### src/rtl/alu_logic_pkg.sv
// Shared types for the pipelined bitwise logic unit: opcode encoding,
// flag payload and legal parameter bounds.
package alu_logic_pkg;

  localparam int LOP_MIN_W      = 8;
  localparam int LOP_MAX_W      = 64;
  localparam int LOP_MIN_STAGES = 1;
  localparam int LOP_MAX_STAGES = 4;

  typedef enum logic [2:0] {
    LOP_AND    = 3'd0,
    LOP_OR     = 3'd1,
    LOP_XOR    = 3'd2,
    LOP_NOR    = 3'd3,
    LOP_BIC    = 3'd4,
    LOP_XNOR   = 3'd5,
    LOP_PASS_A = 3'd6,
    LOP_NOT_B  = 3'd7
  } logic_op_e;

  // Width-independent part of a slice payload; the result field is added
  // by the pipe, which knows DATA_WIDTH.
  typedef struct packed {
    logic zero;
    logic negative;
  } flag_t;

endpackage

### src/rtl/alu_logic_slice.sv
// One pipeline slice: a valid bit plus an opaque payload word, loaded or
// emptied under control of the pipe's ready chain.
module alu_logic_slice #(
  parameter int W = 8
) (
  input  logic         clk,
  input  logic         reset,
  input  logic         load_i,
  input  logic         clear_i,
  input  logic [W-1:0] pay_i,
  output logic         valid_o,
  output logic [W-1:0] pay_o
);

  logic         valid_q, valid_d;
  logic [W-1:0] pay_q, pay_d;

  // Payload only moves on a real load, so an emptied slice keeps its last word.
  always_comb begin
    valid_d = valid_q;
    pay_d   = pay_q;
    if (load_i) begin
      valid_d = 1'b1;
      pay_d   = pay_i;
    end else if (clear_i) begin
      valid_d = 1'b0;
    end
  end

  always_ff @(posedge clk or posedge reset) begin
    if (reset) begin
      valid_q <= 1'b0;
      pay_q   <= '0;
    end else begin
      valid_q <= valid_d;
      pay_q   <= pay_d;
    end
  end

  assign valid_o = valid_q;
  assign pay_o   = pay_q;

endmodule

### src/rtl/alu_logic_pipe.sv
// Pipelined eight-function bitwise logic unit with zero/negative flags and
// a valid/ready handshake; STAGES slices between operands and result.
module alu_logic_pipe
  import alu_logic_pkg::*;
#(
  parameter int DATA_WIDTH = 64,
  parameter int STAGES     = 2
) (
  input  logic                  clk,
  input  logic                  reset,
  input  logic                  in_valid,
  output logic                  in_ready,
  input  logic [2:0]            op,
  input  logic [DATA_WIDTH-1:0] A,
  input  logic [DATA_WIDTH-1:0] B,
  output logic                  out_valid,
  input  logic                  out_ready,
  output logic [DATA_WIDTH-1:0] result,
  output logic                  zero,
  output logic                  negative
);

  if (DATA_WIDTH < LOP_MIN_W || DATA_WIDTH > LOP_MAX_W) begin : g_bad_width
    $fatal(1, "alu_logic_pipe: DATA_WIDTH=%0d outside 8..64", DATA_WIDTH);
  end
  if (STAGES < LOP_MIN_STAGES || STAGES > LOP_MAX_STAGES) begin : g_bad_stages
    $fatal(1, "alu_logic_pipe: STAGES=%0d outside 1..4", STAGES);
  end

  typedef struct packed {
    logic [DATA_WIDTH-1:0] result;
    flag_t                 flags;
  } pay_t;

  localparam int PW = $bits(pay_t);

  function automatic logic [DATA_WIDTH-1:0] apply_op(
    input logic_op_e             o,
    input logic [DATA_WIDTH-1:0] x,
    input logic [DATA_WIDTH-1:0] y
  );
    logic [DATA_WIDTH-1:0] r;
    case (o)
      LOP_AND:    r = x & y;
      LOP_OR:     r = x | y;
      LOP_XOR:    r = x ^ y;
      LOP_NOR:    r = ~(x | y);
      LOP_BIC:    r = x & ~y;
      LOP_XNOR:   r = ~(x ^ y);
      LOP_PASS_A: r = x;
      LOP_NOT_B:  r = ~y;
      default:    r = '0;
    endcase
    return r;
  endfunction

  logic [DATA_WIDTH-1:0] res_d;
  pay_t                  pay_d;
  pay_t                  out_pay;
  logic [STAGES-1:0]     stg_vld;
  logic [STAGES-1:0]     stg_en;
  logic [PW-1:0]         stg_pay [STAGES];

  // Function select and flags, ahead of slice 0
  always_comb begin
    res_d                = apply_op(logic_op_e'(op), A, B);
    pay_d.result         = res_d;
    pay_d.flags.zero     = ~|res_d;
    pay_d.flags.negative = res_d[DATA_WIDTH-1];
  end

  // Ready chain: a slice may load when empty or when its contents move on
  // this cycle; evaluated from the consumer back to the producer.
  always_comb begin
    logic [STAGES-1:0] take;
    take             = '0;
    stg_en           = '0;
    take[STAGES-1]   = stg_vld[STAGES-1] & out_ready;
    for (int k = STAGES - 1; k >= 1; k--) begin
      stg_en[k]    = ~stg_vld[k] | take[k];
      take[k-1]    = stg_vld[k-1] & stg_en[k];
    end
    stg_en[0] = ~stg_vld[0] | take[0];
  end

  assign in_ready = stg_en[0];

  for (genvar k = 0; k < STAGES; k++) begin : g_slice
    logic          up_vld;
    logic [PW-1:0] up_pay;

    if (k == 0) begin : g_head
      assign up_vld = in_valid;
      assign up_pay = pay_d;
    end else begin : g_body
      assign up_vld = stg_vld[k-1];
      assign up_pay = stg_pay[k-1];
    end

    // Slice k boundary
    alu_logic_slice #(.W(PW)) u_slice (
      .clk     (clk),
      .reset   (reset),
      .load_i  (stg_en[k] & up_vld),
      .clear_i (stg_en[k] & ~up_vld),
      .pay_i   (up_pay),
      .valid_o (stg_vld[k]),
      .pay_o   (stg_pay[k])
    );
  end

  assign out_pay   = stg_pay[STAGES-1];
  assign out_valid = stg_vld[STAGES-1];
  assign result    = out_pay.result;
  assign zero      = out_pay.flags.zero;
  assign negative  = out_pay.flags.negative;

endmodule
### config.mk
export PLATFORM = sky130hd
export DESIGN_NAME = alu_logic_pipe
export DESIGN_NICKNAME = d
export VERILOG_FILES = /design/src/rtl/alu_logic_pkg.sv /design/src/rtl/alu_logic_slice.sv /design/src/rtl/alu_logic_pipe.sv
export SDC_FILE = /design/constraint.sdc
export NUM_CORES = 1
export LEC_CHECK = 0
export CORE_MARGIN = 1.5
export CORE_UTILIZATION = 35
export DETAILED_ROUTE_END_ITERATION = 10
export PLACE_DENSITY = 0.64
export SETUP_SLACK_MARGIN = 0.15
export SLEW_MARGIN = 40
export SYNTH_ARGS = -nofsm -noshare
export SYNTH_HDL_FRONTEND = slang
export SYNTH_SLANG_ARGS = --single-unit
### constraint.sdc
create_clock -name clk -period 8.3 [get_ports clk]
set_input_delay 1.245 -clock clk [delete_from_list [all_inputs] [get_ports clk]]
set_output_delay 1.245 -clock clk [all_outputs]
set_load 0.005 [all_outputs]
# After elaboration in Yosys (flattened, before gate mapping)
# Index checks and enable logic that the tools add are counted.
# Widths: inputs -> output; s select.
# op_classes
n_mux,5
n_eq_ne,7
n_reduce_logical,5
n_bitwise,17
# ops
op,n
$pmux 64 s8,1
$not 64->64,3
$and 64x64->64,2
$or 64x64->64,1
$reduce_or 64->1,1
$xor 64x64->64,1
$eq 3x3->1 const B,4
$eq 3x2->1 const B,2
$and 1x1->1,5
$mux 1,4
$reduce_bool 2->1,2
$eq 3x1->1 const B,1
$logic_not 3->1,1
$not 1->1,3
$or 1x1->1,2
$logic_not 1->1,1
# word_totals
output_inout_bits,68
ff_bits,134
in_bits,135

# Longest topological paths before layout
# logic_depth
depth_word,7
mapped_depth,13
depth_no_buf,10

# By module
# From an unflattened synthesis, not the netlist that was laid out.
# unflattened
cells_unflattened,1185
area_unflattened_um2,11399.7
# modules_own_cells
mod,area_per_inst_um2,cells_per_inst,instances,seq_area_each_um2
alu_logic_pipe,6199.7,899,1,0.0
alu_logic_slice,2600.0,143,2,1676.6

# Least setup slack after synthesis
# OpenSTA, ideal clock, no wires.
# synth_path
path_type,input to register
start,in A[6]
end,reg g_slice[0].u_slice.pay_q[1]
t_arrival_ns,3.317
n_path_buf,0
path_slack_ns,4.891
stages,10
setup_ns,0.092
path_cell_list,inv_1 -> ha_1 -> nor2b_1 -> o21a_1 -> o32a_1 -> a2111oi_2 -> nand4_1 -> or4b_1 -> nand3b_1 -> o31ai_2
# synth_between
elab_chain_len,5
word_cells_on_any_way,9
# synth_rtl
item,line_no,source
"start, declared",alu_logic_pipe.sv:14,"input logic [DATA_WIDTH-1:0] A,"
$xor 64x64->64 or $or 64x64->64 (tied branches),--,
$not 64->64 (on tied branches),"alu_logic_pipe.sv:49, alu_logic_pipe.sv:47",
$pmux 64 s8 (*),alu_logic_pipe.sv:43,case (o)
$reduce_or 64->1 (*),alu_logic_pipe.sv:68,pay_d.flags.zero = ~|res_d;
$logic_not 1->1 (*),alu_logic_pipe.sv:68,
"end signal, assigned",alu_logic_slice.sv:36,pay_q <= pay_d;
"end, declared",alu_logic_slice.sv:16,"logic [W-1:0] pay_q, pay_d;"
# Every way passes the cells marked *; elsewhere a longest branch is shown, timed or not.
# A chain may end at the register's enable or synchronous reset.

# Worst setup path in the final report
# layout_path
start,in op[2]
end,reg g_slice[0].u_slice.pay_q[1]
# layout_between
elab_chain_len,4
word_cells_on_any_way,11
# layout_rtl
item,line_no,source
"start, declared",alu_logic_pipe.sv:13,"input logic [2:0] op,"
$eq 3x3->1 (tied with other cells),alu_logic_pipe.sv:43,
$pmux 64 s8 (*),alu_logic_pipe.sv:43,
$reduce_or 64->1 (*),alu_logic_pipe.sv:68,
$logic_not 1->1 (*),alu_logic_pipe.sv:68,
# Marked as above.

==> impl_metrics.tcl <==
set metrics [dict create \
    status "complete, no violations" \
    rr_endpoint "g_slice[0].u_slice.pay_o[1]$_DFFE_PP0P_" \
    timing.rr.start "g_slice[0].u_slice.valid_o$_DFFE_PP0P_" \
    global_route.overflow_total 0 \
    min_path_type "flop to flop" \
    portBuffers 202 \
    max-cap-violations 0 \
    core_area_um2 29700 \
    place_hpwl_mm 24.8 \
    routed_wl_mm 35.2 \
    numClockSinks 132 \
    syn_avg_cell_area_um2 8.71 \
    reg2reg_depth 8 \
    highest_layer "met5" \
    hold_buffers 0 \
    crit_type "input port to flop" \
    final_nets 1553 \
    drt-wirelength-per-cell_um 20.0 \
    p_leak_nw 5.86 \
    synth_nets 1417 \
    die-area_um2 31400 \
    start_util_pct 35.7 \
    grt_use_total_pct 22.8 \
    min_period_ns 4.44 \
    end_kind "flop" \
    synth_edf_count 0 \
    wl_met3_mm 2.63 \
    drive_above_1_share_pct 12.4 \
    drc_errors 0 \
    cp-start-kind "input port" \
    cts_buffers 17 \
    rrSetupSlack_ns 6.21 \
    clk_pin_slew_ns 0.07 \
    dp.cells 1725 \
    drt-vias-per-instance 5.64 \
    dr_wl_met2_mm 16.8 \
    drtIter0Drc 975 \
    grt_pass1_wl_mm 54.6 \
    power_density_nw_per_um2 190 \
    instances_no_fill 1760 \
    clock_skew_ns 0.0127 \
    grt_setup_unrepaired "no" \
    setup_viol 0 \
    drtAntennaViolNets 0 \
    synthDistinctLibCells 68 \
    firstDrtPassIters 9 \
    die_h_um 177 \
    die_w_um 177 \
    max_slew_margin_pct 42.1 \
    cts_tree "done" \
    synth_seq_cells 132 \
    rows 63 \
    syn_inst 1218 \
    fin_tns_setup_ns 0 \
    arrival_ns 4.78 \
    vias 9921 \
    wl_met1_mm 14.7 \
    hold_violations 0 \
    place.gp.congestion 0.833 \
    peakVddDrop_mv 0.131 \
    synth_warnings 0 \
    clockBufferDepth 2 \
    tightestPinTransition_ns 0.866 \
    crit_fanout 73 \
    synth_seq_area_share_pct 31.1 \
    clock-root-buffer "clkbuf_16" \
    max_freq_ghz 0.225 \
    required_ns 8.64 \
    grt_pass1_vias 9592 \
    cts-htree-levels 4 \
    syn-cell-area_um2 10600 \
    post_cts_buffers 0 \
    insertion_delay_ns 0.43 \
    antenna_found_initial 4 \
    async_flop_share_pct 100 \
    cts.repair.resized 0 \
    whs_endpoint "g_slice[0].u_slice.pay_o[32]$_DFFE_PP0P_" \
    min_from "g_slice[0].u_slice.pay_o[32]$_DFFE_PP0P_" \
    fin_crit_sh_pct 53.5 \
    final_util_pct 45.0 \
    grt_max_degree 84 \
    ios 203 \
    slew_violations 0 \
    ys.flop_type "dfrtp_1" \
    syn_to_final_growth_pct 26.0 \
    whs_path_depth 2 \
]
==> kinds of logic (layout without fill, tap and decap cells) <==
logic type | after synthesis | after routing | synth area share [%]
flip-flops | 132 | 132 | 31.1
XOR/XNOR | 38 | 38 | 3.14
buffers and inverters | 227 | 376 | 9.22
AO/OA/AOI/OAI | 355 | 355 | 22.1
adder cells (fa/ha/maj) | 64 | 64 | 7.55
multiplexers | 149 | 149 | 15.3
other | 0 | 3 | 0
AND/OR/NAND/NOR | 253 | 253 | 11.6
==> registers in the layout, summed over array words and instances, names as in the netlist <==
signal,flops
g_slice.u_slice.valid_o,2
g_slice.u_slice.pay_o,130
==> report_power, final <==
part | total, W | switching [W] | leakage [nW] | internal (W)
Sequential | 0.000904 | 0.000100 | 1.59 | 0.000804
Clock | 0.000804 | 0.000334 | 0.297 | 0.000470
Combinational | 0.000835 | 0.000367 | 3.97 | 0.000468
Total | 0.00254 | 0.000801 | 5.86 | 0.00174
==> metrics by stage <==
stage          cell area (µm²)  hold slack [ns]  power [W]  setup slack (ns)
2_1_floorplan            10600            0.442    0.00133              3.53
3_3_place_gp             12700            0.465    0.00173              3.20
3_5_place_dp             12700            0.463    0.00175              3.17
4_1_cts                  13300            0.486    0.00256              3.58
5_1_grt                  13400            0.509    0.00269              3.64
6_report                 13400            0.479    0.00254              3.86
==> worst max path at each step <==
stage               startpoint                                      end  slack, ns
finish                   op[2]  g_slice[0].u_slice.pay_o[1]$_DFFE_PP0P_       3.86
global placement         op[0]  g_slice[0].u_slice.pay_o[1]$_DFFE_PP0P_       3.20
CTS                      op[0]  g_slice[0].u_slice.pay_o[1]$_DFFE_PP0P_       3.58
global route             op[2]  g_slice[0].u_slice.pay_o[1]$_DFFE_PP0P_       3.64
floorplan                reset  g_slice[0].u_slice.pay_o[0]$_DFFE_PP0P_       3.53
detailed placement       op[0]  g_slice[0].u_slice.pay_o[1]$_DFFE_PP0P_       3.17
==> synthesized netlist by cell type (all sizes together) (5+ instances only) <==
cell type	n	area, µm²
nor2b	25	171
and2	5	31.3
mux2i	48	480
a2111oi	6	58.8
nor4	8	50.1
o31ai	11	87.6
o221ai	11	96.3
nor3	9	45.0
ha	64	801
o22ai	35	219
xnor2	21	184
buf	60	347
a222oi	5	50.1
a31oi	6	37.5
a311oi	8	70.1
o21a	10	75.1
mux2	101	1140
a21o	5	37.5
nand3	17	85.1
dfrtp	132	3300
a221oi	14	129
clkbuf	35	131
a22oi	12	90.1
a221o	8	80.1
or2	9	56.3
nand2b	27	169
a21oi	75	375
nand2	76	285
xor2	17	149
inv	131	492
a211oi	11	82.6
o21ai	94	470
nor2	64	240
o211ai	12	90.1
==> cell usage in the layout (no fill, tap or decap), drive strengths merged, types with 10 or more instances in the layout <==
master,instances
a211oi,11
a21oi,75
a221oi,14
a22oi,12
buf,13
clkbuf,19
clkdlybuf4s50,199
dfrtp,132
ha,64
inv,138
mux2,101
mux2i,48
nand2,76
nand2b,27
nand3,17
nor2,64
nor2b,25
o211ai,12
o21a,10
o21ai,94
o221ai,11
o22ai,35
o31ai,11
xnor2,21
xor2,17
==> worst max-delay path, stage by stage <==
cell and delay [ns]:
buf_4 0.52, clkinv_4 0.69, xnor2_1 0.34, a221o_1 0.35, a2111oi_2 0.36, nand4_1 0.13, or4b_1 0.60, nand3b_1 0.22
o31ai_2 0.24
==> area by class of cell <==
type / count / area [µm²]
repair buffers: 212 / 2110
inverters: 132 / 508
flip-flops and latches: 132 / 3300
diodes: 3 / 7.51
clock buffers: 19 / 453
clock inverters: 13 / 161
fillers: 2883 / 16300
well taps: 390 / 488
multi-input cells: 859 / 6340
==> routing by layer <==
layer | track usage (%) | vias to the layer above
li1 | - | 4654
met1 | 29.2 | 4787
met2 | 37.4 | 419
met3 | 4.55 | 57
met4 | 8.90 | 4
met5 | 0 | -
Power figures use the tool's default switching activity.
